## src/rtl/apb_pkg.sv

```systemverilog
// Shared APB definitions for the master and the memory slave.
package apb_pkg;

    localparam int APB_ADDR_W = 8;
    localparam int APB_DATA_W = 21;
    localparam int APB_SEL_W  = 3;

    typedef enum logic [1:0] {
        ST_IDLE  = 2'd0,
        ST_WAIT  = 2'd1,
        ST_READY = 2'd2
    } apb_slv_state_e;

endpackage

```

## src/rtl/apb_wait_counter.sv

```systemverilog
// Loadable down-counter that paces the PREADY-low wait cycles.
module apb_wait_counter (
    input  logic       PCLK,
    input  logic       PRESET,
    input  logic       load,
    input  logic [3:0] load_val,
    input  logic       dec,
    output logic       zero
);

    logic [3:0] count;

    // Load takes priority; decrement saturates at zero.
    always_ff @(posedge PCLK) begin
        if (PRESET) begin
            count <= '0;
        end else if (load) begin
            count <= load_val;
        end else if (dec && (count != '0)) begin
            count <= count - 4'd1;
        end
    end

    // Zero flag tells the FSM the wait period is over.
    always_comb begin
        zero = (count == '0);
    end

endmodule

```

## src/rtl/apb_mem_slave.sv

```systemverilog
// APB memory slave: DEPTH words of storage with a programmable wait period.
module apb_mem_slave
    import apb_pkg::*;
#(
    parameter int DEPTH       = 16,
    parameter int WAIT_CYCLES = 2,
    parameter int SEL_BIT     = 1
) (
    input  logic                  PCLK,
    input  logic                  PRESET,
    input  logic [APB_SEL_W-1:0]  PSEL,
    input  logic                  PENABLE,
    input  logic [APB_ADDR_W-1:0] PADDR,
    input  logic                  PWRITE,
    input  logic [APB_DATA_W-1:0] PWDATA,
    output logic                  PREADY,
    output logic [APB_DATA_W-1:0] PRDATA,
    output logic                  PSLVERR
);

    localparam int IDX_W = (DEPTH > 1) ? $clog2(DEPTH) : 1;
    localparam logic [3:0] CNT_INIT = (WAIT_CYCLES == 0) ? 4'd0 : 4'(WAIT_CYCLES - 1);

    apb_slv_state_e        state, state_d;
    logic [APB_ADDR_W-1:0] addr_q;
    logic                  write_q;
    logic                  capture;
    logic                  cnt_load;
    logic                  cnt_dec;
    logic                  cnt_zero;
    logic                  sel;
    logic                  in_range;
    logic [IDX_W-1:0]      idx;
    logic [APB_DATA_W-1:0] mem [DEPTH];

    assign sel      = PSEL[SEL_BIT];
    assign in_range = ({1'b0, addr_q} < (APB_ADDR_W + 1)'(DEPTH));
    assign idx      = addr_q[IDX_W-1:0];

    apb_wait_counter u_wait_counter (
        .PCLK     (PCLK),
        .PRESET   (PRESET),
        .load     (cnt_load),
        .load_val (CNT_INIT),
        .dec      (cnt_dec),
        .zero     (cnt_zero)
    );

    // State register.
    always_ff @(posedge PCLK) begin
        if (PRESET) begin
            state <= ST_IDLE;
        end else begin
            state <= state_d;
        end
    end

    // Next-state logic; losing PSEL in WAIT or READY abandons the transfer.
    always_comb begin
        state_d  = state;
        capture  = 1'b0;
        cnt_load = 1'b0;
        cnt_dec  = 1'b0;
        unique case (state)
            ST_IDLE: begin
                if (sel && !PENABLE) begin
                    capture = 1'b1;
                    if (WAIT_CYCLES == 0) begin
                        state_d = ST_READY;
                    end else begin
                        state_d  = ST_WAIT;
                        cnt_load = 1'b1;
                    end
                end
            end
            ST_WAIT: begin
                if (!sel) begin
                    state_d = ST_IDLE;
                end else if (cnt_zero) begin
                    state_d = ST_READY;
                end else begin
                    cnt_dec = 1'b1;
                end
            end
            ST_READY: begin
                state_d = ST_IDLE;
            end
            default: begin
                state_d = ST_IDLE;
            end
        endcase
    end

    // Address and direction are latched at setup and held for the transfer.
    always_ff @(posedge PCLK) begin
        if (PRESET) begin
            addr_q  <= '0;
            write_q <= 1'b0;
        end else if (capture) begin
            addr_q  <= PADDR;
            write_q <= PWRITE;
        end
    end

    // Storage array; writes commit at the edge ending READY if still selected.
    always_ff @(posedge PCLK) begin
        if (PRESET) begin
            for (int unsigned i = 0; i < DEPTH; i++) begin
                mem[i] <= '0;
            end
        end else if ((state == ST_READY) && sel && write_q && in_range) begin
            mem[idx] <= PWDATA;
        end
    end

    // Response outputs depend on registered state only.
    always_comb begin
        PREADY  = (state == ST_READY);
        PSLVERR = PREADY && !in_range;
        PRDATA  = (PREADY && !write_q && in_range) ? mem[idx] : '0;
    end

endmodule

```

## config.mk

```make
export PLATFORM = sky130hd
export DESIGN_NAME = apb_mem_slave
export DESIGN_NICKNAME = d
export VERILOG_FILES = /design/src/rtl/apb_pkg.sv /design/src/rtl/apb_wait_counter.sv /design/src/rtl/apb_mem_slave.sv
export SDC_FILE = /design/constraint.sdc
export NUM_CORES = 1
export LEC_CHECK = 0
export BUFFER_PORTS_ARGS = -buffer_cell sky130_fd_sc_hd__buf_2
export CORE_MARGIN = 3
export CORE_UTILIZATION = 50
export CTS_CLUSTER_SIZE = 10
export DETAILED_ROUTE_END_ITERATION = 8
export GPL_ROUTABILITY_DRIVEN = 1
export HOLD_SLACK_MARGIN = 0.03
export MAX_ROUTING_LAYER = met4
export PLACE_DENSITY = 0.73
export SLEW_MARGIN = 20
export SYNTH_ARGS = -nofsm -noshare
export SYNTH_HDL_FRONTEND = slang
export SYNTH_SLANG_ARGS = --single-unit
```

## constraint.sdc

```tcl
create_clock -name PCLK -period 3.5 [get_ports PCLK]
set_input_delay 0.175 -clock PCLK [delete_from_list [all_inputs] [get_ports PCLK]]
set_output_delay 0.175 -clock PCLK [all_outputs]
set_load 0.05 [all_outputs]
```

## Yosys cells after proc, flatten, opt, wreduce, memory -nomap -nowiden

Memory sizes are Yosys's and may differ from the RTL's. A register that Yosys moved wholly into a read port is not among the register bits.
Cells that the tools add are included.

- Add/subtract/negate cells: 1
- Order comparisons: 1
- Equal/unequal tests: 4
- Mux-type cells: 22
- Reduce and logical (&&, ||, !) cells: 18

Operators with widths:

| operator | count |
|---|---|
| 21-bit two-way mux | 2 |
| 21-bit OR reduction | 1 |
| 1-bit two-way mux | 13 |
| 4-bit two-way mux | 3 |
| 1-bit logical AND | 8 |
| 8-bit by 5-bit less-than comparator with 1-bit output (second input constant) | 1 |
| 2-bit two-way mux | 3 |
| 4-bit zero test | 1 |
| 2-bit case mux with 2 select lines | 1 |
| 4-bit nonzero test | 1 |
| 4-bit by 1-bit subtractor with 4-bit output (second input constant) | 1 |
| 1-bit zero test | 3 |
| 3-bit != test (second input constant) | 1 |
| 2-bit by 1-bit equality test with 1-bit output (second input constant) | 1 |
| 2-bit equality test (second input constant) | 1 |
| 2-bit zero test | 1 |
| 2-bit != test (second input constant) | 1 |
| 2-bit AND reduction | 1 |
| 2-bit nonzero test | 1 |
| 2-bit OR reduction | 1 |

- Bits in registers: 15
- RAM bits: 336
- Input bits: 36
- Output and inout bits: 23
- Logic and storage cells: 52
- Memories: 1

Memory list:

| name | words | width | rd ports | clocked after Yosys merged registers in | write ports | RTL line | text |
|---|---|---|---|---|---|---|---|
| mem | 16 | 21 | 1 | 1 | 16 | apb_mem_slave.sv:34 | `logic [APB_DATA_W-1:0] mem [DEPTH];` |

## Logic depth before layout (Yosys ltp)

Gate-level depths: netlist of run 1.

- Depth in word-level cells: 9
- Gate-level depth with buffers: 6
- Mapped depth without buffers: 5

## Hierarchy

A second synthesis of run 1 with hierarchy kept.

- Cell total of the unflattened synthesis: 1083
- Area, all modules: 15788.9 um^2

By module, submodules not included:

| module | times used | cells each | area each (um^2) | seq. area each (um^2) |
|---|---|---|---|---|
| apb_mem_slave | 1 | 1054 | 15526.1 | 10390.0 |
| apb_wait_counter | 1 | 29 | 262.8 | 80.1 |

## Worst setup path after synthesis of run 1

Ideal clock, no wire load.

- Kind: flip-flop to flip-flop
- From: register state[1]
- To: memory mem[14][0] (enable)
- Library setup time: 0.403 ns
- Data arrival time: 2.890 ns
- Required time: 3.097 ns
- Setup slack: 0.207 ns
- Cell stages (with the launch flop): 7
- Path buffers: 3
- Period minus slack after synthesis: 3.293 ns
- Cell sequence: dfxtp_1 -> nor2b_1 -> clkbuf_1 -> nand4_1 -> clkbuf_1 -> buf_2 -> o21bai_1

RTL lines:

| item | RTL line | text |
|---|---|---|
| start, declared | apb_mem_slave.sv:24 | `apb_slv_state_e state, state_d;` |
| start signal, assigned | apb_mem_slave.sv:54 | `state <= state_d;` |
| end, declared | apb_mem_slave.sv:34 |  |

==> results of run 1 <==
[state kept, by name (all words and copies together), names as in the netlist, named ones only]
register and count:
write_q 1, mem 336, state 2, addr_q 8, u_wait_counter.count 4
[power by group through the flow]
stage | combinational, mW | sequential (mW) | clock [mW]
2_1_floorplan | 0.400 | 4.89 | 0
3_3_place_gp | 0.599 | 4.91 | 0
3_5_place_dp | 0.606 | 4.92 | 0
4_1_cts | 0.620 | 4.84 | 3.80
5_1_grt | 0.654 | 4.85 | 3.99
6_report | 0.617 | 4.83 | 3.76
[tightest hold or removal path, cell delays in order]
cell and delay (ns):
sky130_fd_sc_hd__buf_2 0.10, sky130_fd_sc_hd__nor4b_2 0.09, sky130_fd_sc_hd__nand2_1 0.09, sky130_fd_sc_hd__a21oi_1 0.07
[final cells by class]
type                            count  area [µm²]  share of cell area [%]
Sequential cell                   355       10500                    58.5
Multi-Input combinational cell    566        4740                    26.4
Inverter                           24        90.1                   0.503
Clock buffer                       56        1100                    6.16
Clock inverter                      2        36.3                   0.202
Timing Repair Buffer              121         983                    5.49
Tap cell                          396         495                    2.76
[cell usage in the layout (no fill, tap or decap), types with 16 or more instances in the layout]
| cell | count |
|---|---|
| sky130_fd_sc_hd__nor3_1 | 337 |
| sky130_fd_sc_hd__edfxtp_1 | 336 |
| sky130_fd_sc_hd__mux4_2 | 84 |
| sky130_fd_sc_hd__buf_2 | 56 |
| sky130_fd_sc_hd__mux2i_1 | 42 |
| sky130_fd_sc_hd__clkbuf_16 | 42 |
| sky130_fd_sc_hd__buf_4 | 35 |
| sky130_fd_sc_hd__inv_1 | 24 |
| sky130_fd_sc_hd__o22ai_1 | 21 |
| sky130_fd_sc_hd__nand2_1 | 18 |
| sky130_fd_sc_hd__o21bai_2 | 16 |
| sky130_fd_sc_hd__dfxtp_1 | 16 |
| sky130_fd_sc_hd__dlygate4sd3_1 | 16 |
[worst max-delay path by stage]
stage | endpoint | slack, ns | startpoint | depth (start not counted)
final | PRDATA[15] | 0.48 | register | 6
after global routing | PRDATA[15] | 0.30 | register | 6
after CTS | PRDATA[13] | 0.44 | register | 5
after detailed placement | mem[3][2]$_SDFFCE_PN0P_ | 0.74 | state[1]$_SDFFE_PP0P_ | 4
after global placement | mem[7][6]$_SDFFCE_PN0P_ | 0.77 | state[1]$_SDFFE_PP0P_ | 4
after floorplan | mem[14][0]$_SDFFCE_PN0P_ | 0.21 | state[1]$_SDFFE_PP0P_ | 6
[routing by layer]
metal / track usage [%] / vias up / part of all wire [%]
met1: 33.4 / 4983 / 40
li1: - / 4296 / -
met2: 37.9 / 478 / 49
met3: 3.43 / 85 / 8.0
met5: - / - / 0
met4: 7.53 / 0 / 2.9
[cell families after synthesis]
family	share of synthesized area (%)
adders and majority gates	0.0796
DFF	66.6
and+or+nand+nor	12.6
buffers and inverters	3.84
muxes	14.7
AOI/OAI and AO/OA	2.22
==> results.py, run 1 <==
metrics = {
    "status": {
        "run_status": "finished, final reports clean",
    },
    "synth": {
        "ys_seq_area_share_pct": 66.6,
        "syn-num-nets": 1113,
        "yosys.area.top_type_share_pct": 64.2,
        "synth_cell_types": 34,
        "synth_most_common_cell": "sky130_fd_sc_hd__nor3_1",
        "post_synth_instance_area_um2": 15700,
        "synth_cells": 1076,
        "synth.largest_area_cell": "sky130_fd_sc_hd__edfxtp_1",
        "synth-seq-cells": 355,
        "synthArstFlopShare_pct": 0,
        "synth.top_cells.by_area": "sky130_fd_sc_hd__edfxtp_1, sky130_fd_sc_hd__mux4_2, sky130_fd_sc_hd__nor3_1",
        "yosys-top-cells-count": "sky130_fd_sc_hd__nor3_1, sky130_fd_sc_hd__edfxtp_1, sky130_fd_sc_hd__clkbuf_1, sky130_fd_sc_hd__mux4_2, sky130_fd_sc_hd__mux2i_1",
        "synth_ff_type": "sky130_fd_sc_hd__edfxtp_1",
        "synthesis.area_per_instance_um2": 14.6,
        "synth_edf_count": 336,
        "synth.yosys.warnings": 0,
    },
    "power_and_ir_drop": {
        "net-switching-power_mw": 2.02,
        "share_seq_of_total_power_pct": 52.5,
        "power.leakage_nw": 5.76,
        "swShare_pct": 21.9,
        "power_per_cell_area_nw_per_um2": 514,
        "p_int_mw": 7.19,
        "power_frac_clock_pct": 40.8,
        "peakVddDrop_mv": 0.371,
        "comb_power_share_pct": 6.7,
        "total_power_mw": 9.21,
    },
    "placed_design": {
        "pre_cts_ws_ns": 0.740,
        "portBuffers": 56,
        "finalWeightedCongestion": 0.786,
        "dpl_cell_area_um2": 16600,
        "post-place-cells": 1446,
        "dp_hpwl_mm": 22.6,
    },
    "clock_tree": {
        "resized_gates_after_cts": 0,
        "cts_inserted_buffers": 41,
        "cts_hold_buf": 16,
        "max-clock-path-buffers": 3,
        "clock_latency_ns": 0.54,
        "tritoncts": "built",
        "post-cts-setup-buffers": 0,
        "cts_htree_levels": 2,
        "clk_transition_reported_paths_ns": 0.05,
        "clkSinkCount": 355,
        "clock-root-buffer": "sky130_fd_sc_hd__clkbuf_16",
    },
    "timing": {
        "timing.slew.headroom_pct": 45.8,
        "tightest_slew_ns": 0.811,
        "finalHoldViolations": 0,
        "finalWorstPathRequiredPeriod_ns": 3.02,
        "hold_ws_ns": 0.0677,
        "timing.final.crit_share_pct": 86.4,
        "final.setup_skew_ns": 0.0197,
        "timing.setup.tns_ns": 0,
        "timing.final.max_slew_violations": 0,
        "maxClockFrequency_mhz": 331,
        "layout_setup_ws_ns": 0.477,
        "timing.final.setup_violations": 0,
        "unrepaired_setup_endpoints_after_global_routing": "no",
    },
    "final_layout": {
        "finish.instance_area_um2": 17900,
        "antenna_cells_inserted": 0,
        "fin_cells": 1520,
        "final_nets": 1146,
        "fin_util_pct": 58.1,
        "drive_above_1_share_pct": 23.2,
        "n_fill_cell": 2318,
        "area.growth.synth_to_final_pct": 14.0,
    },
    "route": {
        "ant_nets": 0,
        "vias": 9842,
        "avgViaCountPerCell": 6.48,
        "routed_wirelength_mm": 38.5,
        "remaining_drc_errors": 0,
        "wl_per_cell_um": 25.4,
        "drt_first_pass_iters": 5,
        "detailedRoute.firstIterationViolations": 1132,
    },
    "worst_setup_path": {
        "r2r-start": "state[1]$_SDFFE_PP0P_",
        "timing.critical_path.slowest_stage_cell": "sky130_fd_sc_hd__dfxtp_4",
        "crit_chain": "buf_4, buf_4, mux4_2, mux2i_1, o22ai_1, buf_2",
        "slowest_delay_ns": 0.69,
        "critical_path.most_common_cell": "sky130_fd_sc_hd__buf_4",
        "cp_num_buf_inv": 3,
        "kind_of_cell_adding_the_most_delay_to_the_critical_path": "buffers and inverters",
        "timing.critical_path.to_type": "output pin",
        "cp_data_arrival_time_ns": 2.85,
        "timing_worst_setup_path_type": "register to output pin",
        "critPathMaxFanout": 23,
        "worst-r2r-cell-count": 4,
        "reg2reg_slack_ns": 0.74,
        "critical_path_required_ns": 3.32,
        "startpoint_type": "register",
        "worst_r2r_endpoint": "mem[3][2]$_SDFFCE_PN0P_",
    },
    "floorplan": {
        "floorplan.io_pins": 59,
        "rows": 64,
        "die_width_um": 183,
        "dieHeight_um": 183,
        "die-area_um2": 33600,
        "fp.coreArea_um2": 30800,
        "initial_core_utilization_pct": 51.0,
    },
    "grt": {
        "grt_pass1_wl_mm": 60.1,
        "grt_start_max_net_pins": 63,
        "antenna_violations_before_repair": 0,
        "track_usage_pct": 24.2,
        "global_route.overflow_total": 0,
        "vias_in_the_first_global_route": 9992,
    },
    "min_path": {
        "hold_path_startpoint": "PENABLE",
        "worstHoldPathCells": 4,
        "min_path_type": "input port to register",
    },
    "flow_run": {
        "max-cap-violations": 0,
    },
}
Note: power is estimated with default switching activity, not from simulation.
==> inputs of run 2 (changes only) <==
--- a/config.mk
+++ b/config.mk
@@ -6,14 +6,16 @@
 export NUM_CORES = 1
 export LEC_CHECK = 0
 export BUFFER_PORTS_ARGS = -buffer_cell sky130_fd_sc_hd__buf_2
+export CELL_PAD_IN_SITES_DETAIL_PLACEMENT = 1
+export CELL_PAD_IN_SITES_GLOBAL_PLACEMENT = 2
 export CORE_MARGIN = 3
-export CORE_UTILIZATION = 50
+export CORE_UTILIZATION = 45
 export CTS_CLUSTER_SIZE = 10
 export DETAILED_ROUTE_END_ITERATION = 8
 export GPL_ROUTABILITY_DRIVEN = 1
 export HOLD_SLACK_MARGIN = 0.03
 export MAX_ROUTING_LAYER = met4
-export PLACE_DENSITY = 0.73
+export PLACE_DENSITY = 0.85
 export SLEW_MARGIN = 20
 export SYNTH_ARGS = -nofsm -noshare
 export SYNTH_HDL_FRONTEND = slang
==> run 2 against run 1 <==
- count of clock-buffer cells in the layout is 7 higher
- sequential share of layout area is 0.073 points higher
- sequential cell count stayed put
- maximum frequency is 6.7% higher
- wire length is 11% higher
==> results.py, run 2 (same netlist as run 1, synthesis figures left out) <==
metrics = {
    "final_layout": {
        "largest_reg_flops": 336,
        "most_frequent_cells_in_the_layout": "sky130_fd_sc_hd__nor3_1, sky130_fd_sc_hd__edfxtp_1, sky130_fd_sc_hd__mux4_2",
        "largest_register": "mem",
        "fin_cells": 1578,
        "area.growth.synth_to_final_pct": 13.8,
        "final_nets": 1143,
        "layout_commonest_cell": "sky130_fd_sc_hd__nor3_1",
        "reg_top3": "mem (336), addr_q (8), u_wait_counter.count (4)",
        "drive_above_1_share_pct": 23.1,
    },
    "floorplan": {
        "rows": 67,
        "fp.coreArea_um2": 34000,
        "initial_core_utilization_pct": 46.3,
        "floorplan.io_pins": 59,
        "die_width_um": 193,
        "dieHeight_um": 193,
        "die-area_um2": 37200,
    },
    "grt": {
        "globalRoute.busiestLayer": "met2",
        "track_usage_pct": 24.1,
        "grt_start_max_net_pins": 80,
        "groute.layer.met2.usage_pct": 40.5,
        "antenna_violations_before_repair": 2,
        "vias_in_the_first_global_route": 10500,
        "globalRouteMet3Util_pct": 2.83,
        "grt_pass1_wl_mm": 64.7,
        "grt_util_met1_pct": 31.3,
        "global_route.overflow_total": 0,
    },
    "timing": {
        "timing.final.setup_violations": 0,
        "finalHoldViolations": 0,
        "timing.final.max_slew_violations": 0,
        "maxClockFrequency_mhz": 353,
        "timing.setup.tns_ns": 0,
        "unrepaired_setup_endpoints_after_global_routing": "no",
        "finalWorstPathRequiredPeriod_ns": 2.83,
        "tightest_slew_ns": 1.08,
        "timing.final.crit_share_pct": 80.9,
        "timing.slew.headroom_pct": 28.1,
        "final.setup_skew_ns": 0.0144,
    },
    "clock_tree": {
        "clock-root-buffer": "sky130_fd_sc_hd__clkbuf_16",
        "cts_htree_levels": 2,
        "max-clock-path-buffers": 3,
        "clk_transition_reported_paths_ns": 0.05,
        "resized_gates_after_cts": 0,
        "clock_latency_ns": 0.54,
        "tritoncts": "built",
        "cts_inserted_buffers": 42,
        "clkSinkCount": 355,
        "post-cts-setup-buffers": 0,
    },
    "worst_setup_path": {
        "timing_worst_setup_path_type": "register to output pin",
        "worst_r2r_endpoint": "mem[0][20]$_SDFFCE_PN0P_",
        "worst-r2r-cell-count": 4,
        "timing.critical_path.to_type": "output pin",
        "startpoint_type": "register",
        "reg2reg_slack_ns": 0.73,
        "worstSetupStartpoint": "state[1]$_SDFFE_PP0P_",
        "crit_path_end": "PRDATA[12]",
        "critical_path_required_ns": 3.32,
        "r2r-start": "state[1]$_SDFFE_PP0P_",
        "cp_data_arrival_time_ns": 2.66,
        "critPathMaxFanout": 21,
    },
    "route": {
        "wl_per_cell_um": 27.0,
        "detailedRoute.firstIterationViolations": 825,
        "ant_nets": 0,
        "remaining_drc_errors": 0,
        "avgViaCountPerCell": 6.24,
        "routed_wirelength_mm": 42.7,
        "drt_first_pass_iters": 5,
        "vias": 9842,
    },
    "power_and_ir_drop": {
        "peakVddDrop_mv": 0.327,
        "power.leakage_nw": 5.73,
        "power_per_cell_area_nw_per_um2": 520,
    },
    "placed_design": {
        "finalWeightedCongestion": 0.743,
        "portBuffers": 56,
        "post-place-cells": 1497,
        "dp_hpwl_mm": 25.6,
    },
    "flow_run": {
        "max-cap-violations": 0,
    },
    "min_path": {
        "min_path_type": "input port to register",
    },
    "status": {
        "run_status": "finished, final reports clean",
    },
}
[run 2: changes by cell type in the layout (fill, tap and decap cells not counted), moves of 2 or more]
| cell | change |
|---|---|
| sky130_fd_sc_hd__buf_12 | -7 |
| sky130_fd_sc_hd__buf_4 | +6 |
| sky130_fd_sc_hd__clkbuf_1 | +6 |
| sky130_fd_sc_hd__diode_2 | +2 |
| sky130_fd_sc_hd__dlygate4sd3_1 | -3 |
[run 2: repair_timing]
| action | in CTS | in global routing |
|---|---|---|
| setup endpoints to repair | 0 | 0 |
| hold buffers | 13 | 0 |
| endpoints found under the hold margin | 14 | 0 |
[run 2: final cells by class]
cell class                      count  area, µm²
Fill cell                        3271      16100
Sequential cell                   355      10500
Multi-Input combinational cell    566       4740
Clock buffer                       63       1150
Timing Repair Buffer              117        858
Tap cell                          448        561
Inverter                           24       90.1
Clock inverter                      3       21.3
Antenna cell                        2       5.00
[run 2: power breakdown]
part / internal [mW] / leakage [nW] / switching, mW / total [mW]
sequential: 4.77 / 3.63 / 0.0601 / 4.83
combinational: 0.224 / 1.53 / 0.397 / 0.621
clock: 2.25 / 0.564 / 1.61 / 3.86
total: 7.24 / 5.73 / 2.07 / 9.31
[run 2: how the worst min path moves through the flow]
stage                                        end  slack [ns]      from  cells past startpoint
after floorplan             write_q$_SDFFE_PP0P_        0.31    PWRITE                      2
after global placement      write_q$_SDFFE_PP0P_        0.43    PWRITE                      3
after detailed placement  addr_q[4]$_SDFFE_PP0P_        0.43  PADDR[4]                      3
after CTS                               register        0.03   PENABLE                      4
after global routing      addr_q[5]$_SDFFE_PP0P_        0.08   PENABLE                      4
final                                   register        0.06   PENABLE                      4
[run 2: critical path: stages (launching register included)]
cell	delay, ns
sky130_fd_sc_hd__dfxtp_1	0.38
sky130_fd_sc_hd__nor2b_1	0.46
sky130_fd_sc_hd__nand4bb_1	0.17
sky130_fd_sc_hd__buf_4	0.28
sky130_fd_sc_hd__o22ai_1	0.45
sky130_fd_sc_hd__buf_2	0.37
[run 2: metal layers]
layer,vias to the layer above,part of all wire [%]
li1,4284,-
met3,76,5.5
met5,-,0
met4,0,2.5
met1,5149,41
met2,333,51
[run 2: metrics by stage]
stage	utilization [%]	hold WS, ns	setup slack (ns)	cell area (µm²)	power (mW)
detailed placement	48.9	0.426	0.722	16600	5.53
finish	52.7	0.0589	0.667	17900	9.31
CTS	52.7	0.0327	0.635	17900	9.37
global route	52.7	0.0818	0.512	17900	9.58
global placement	48.9	0.425	0.908	16600	5.50
floorplan	-	0.311	0.207	15700	5.29
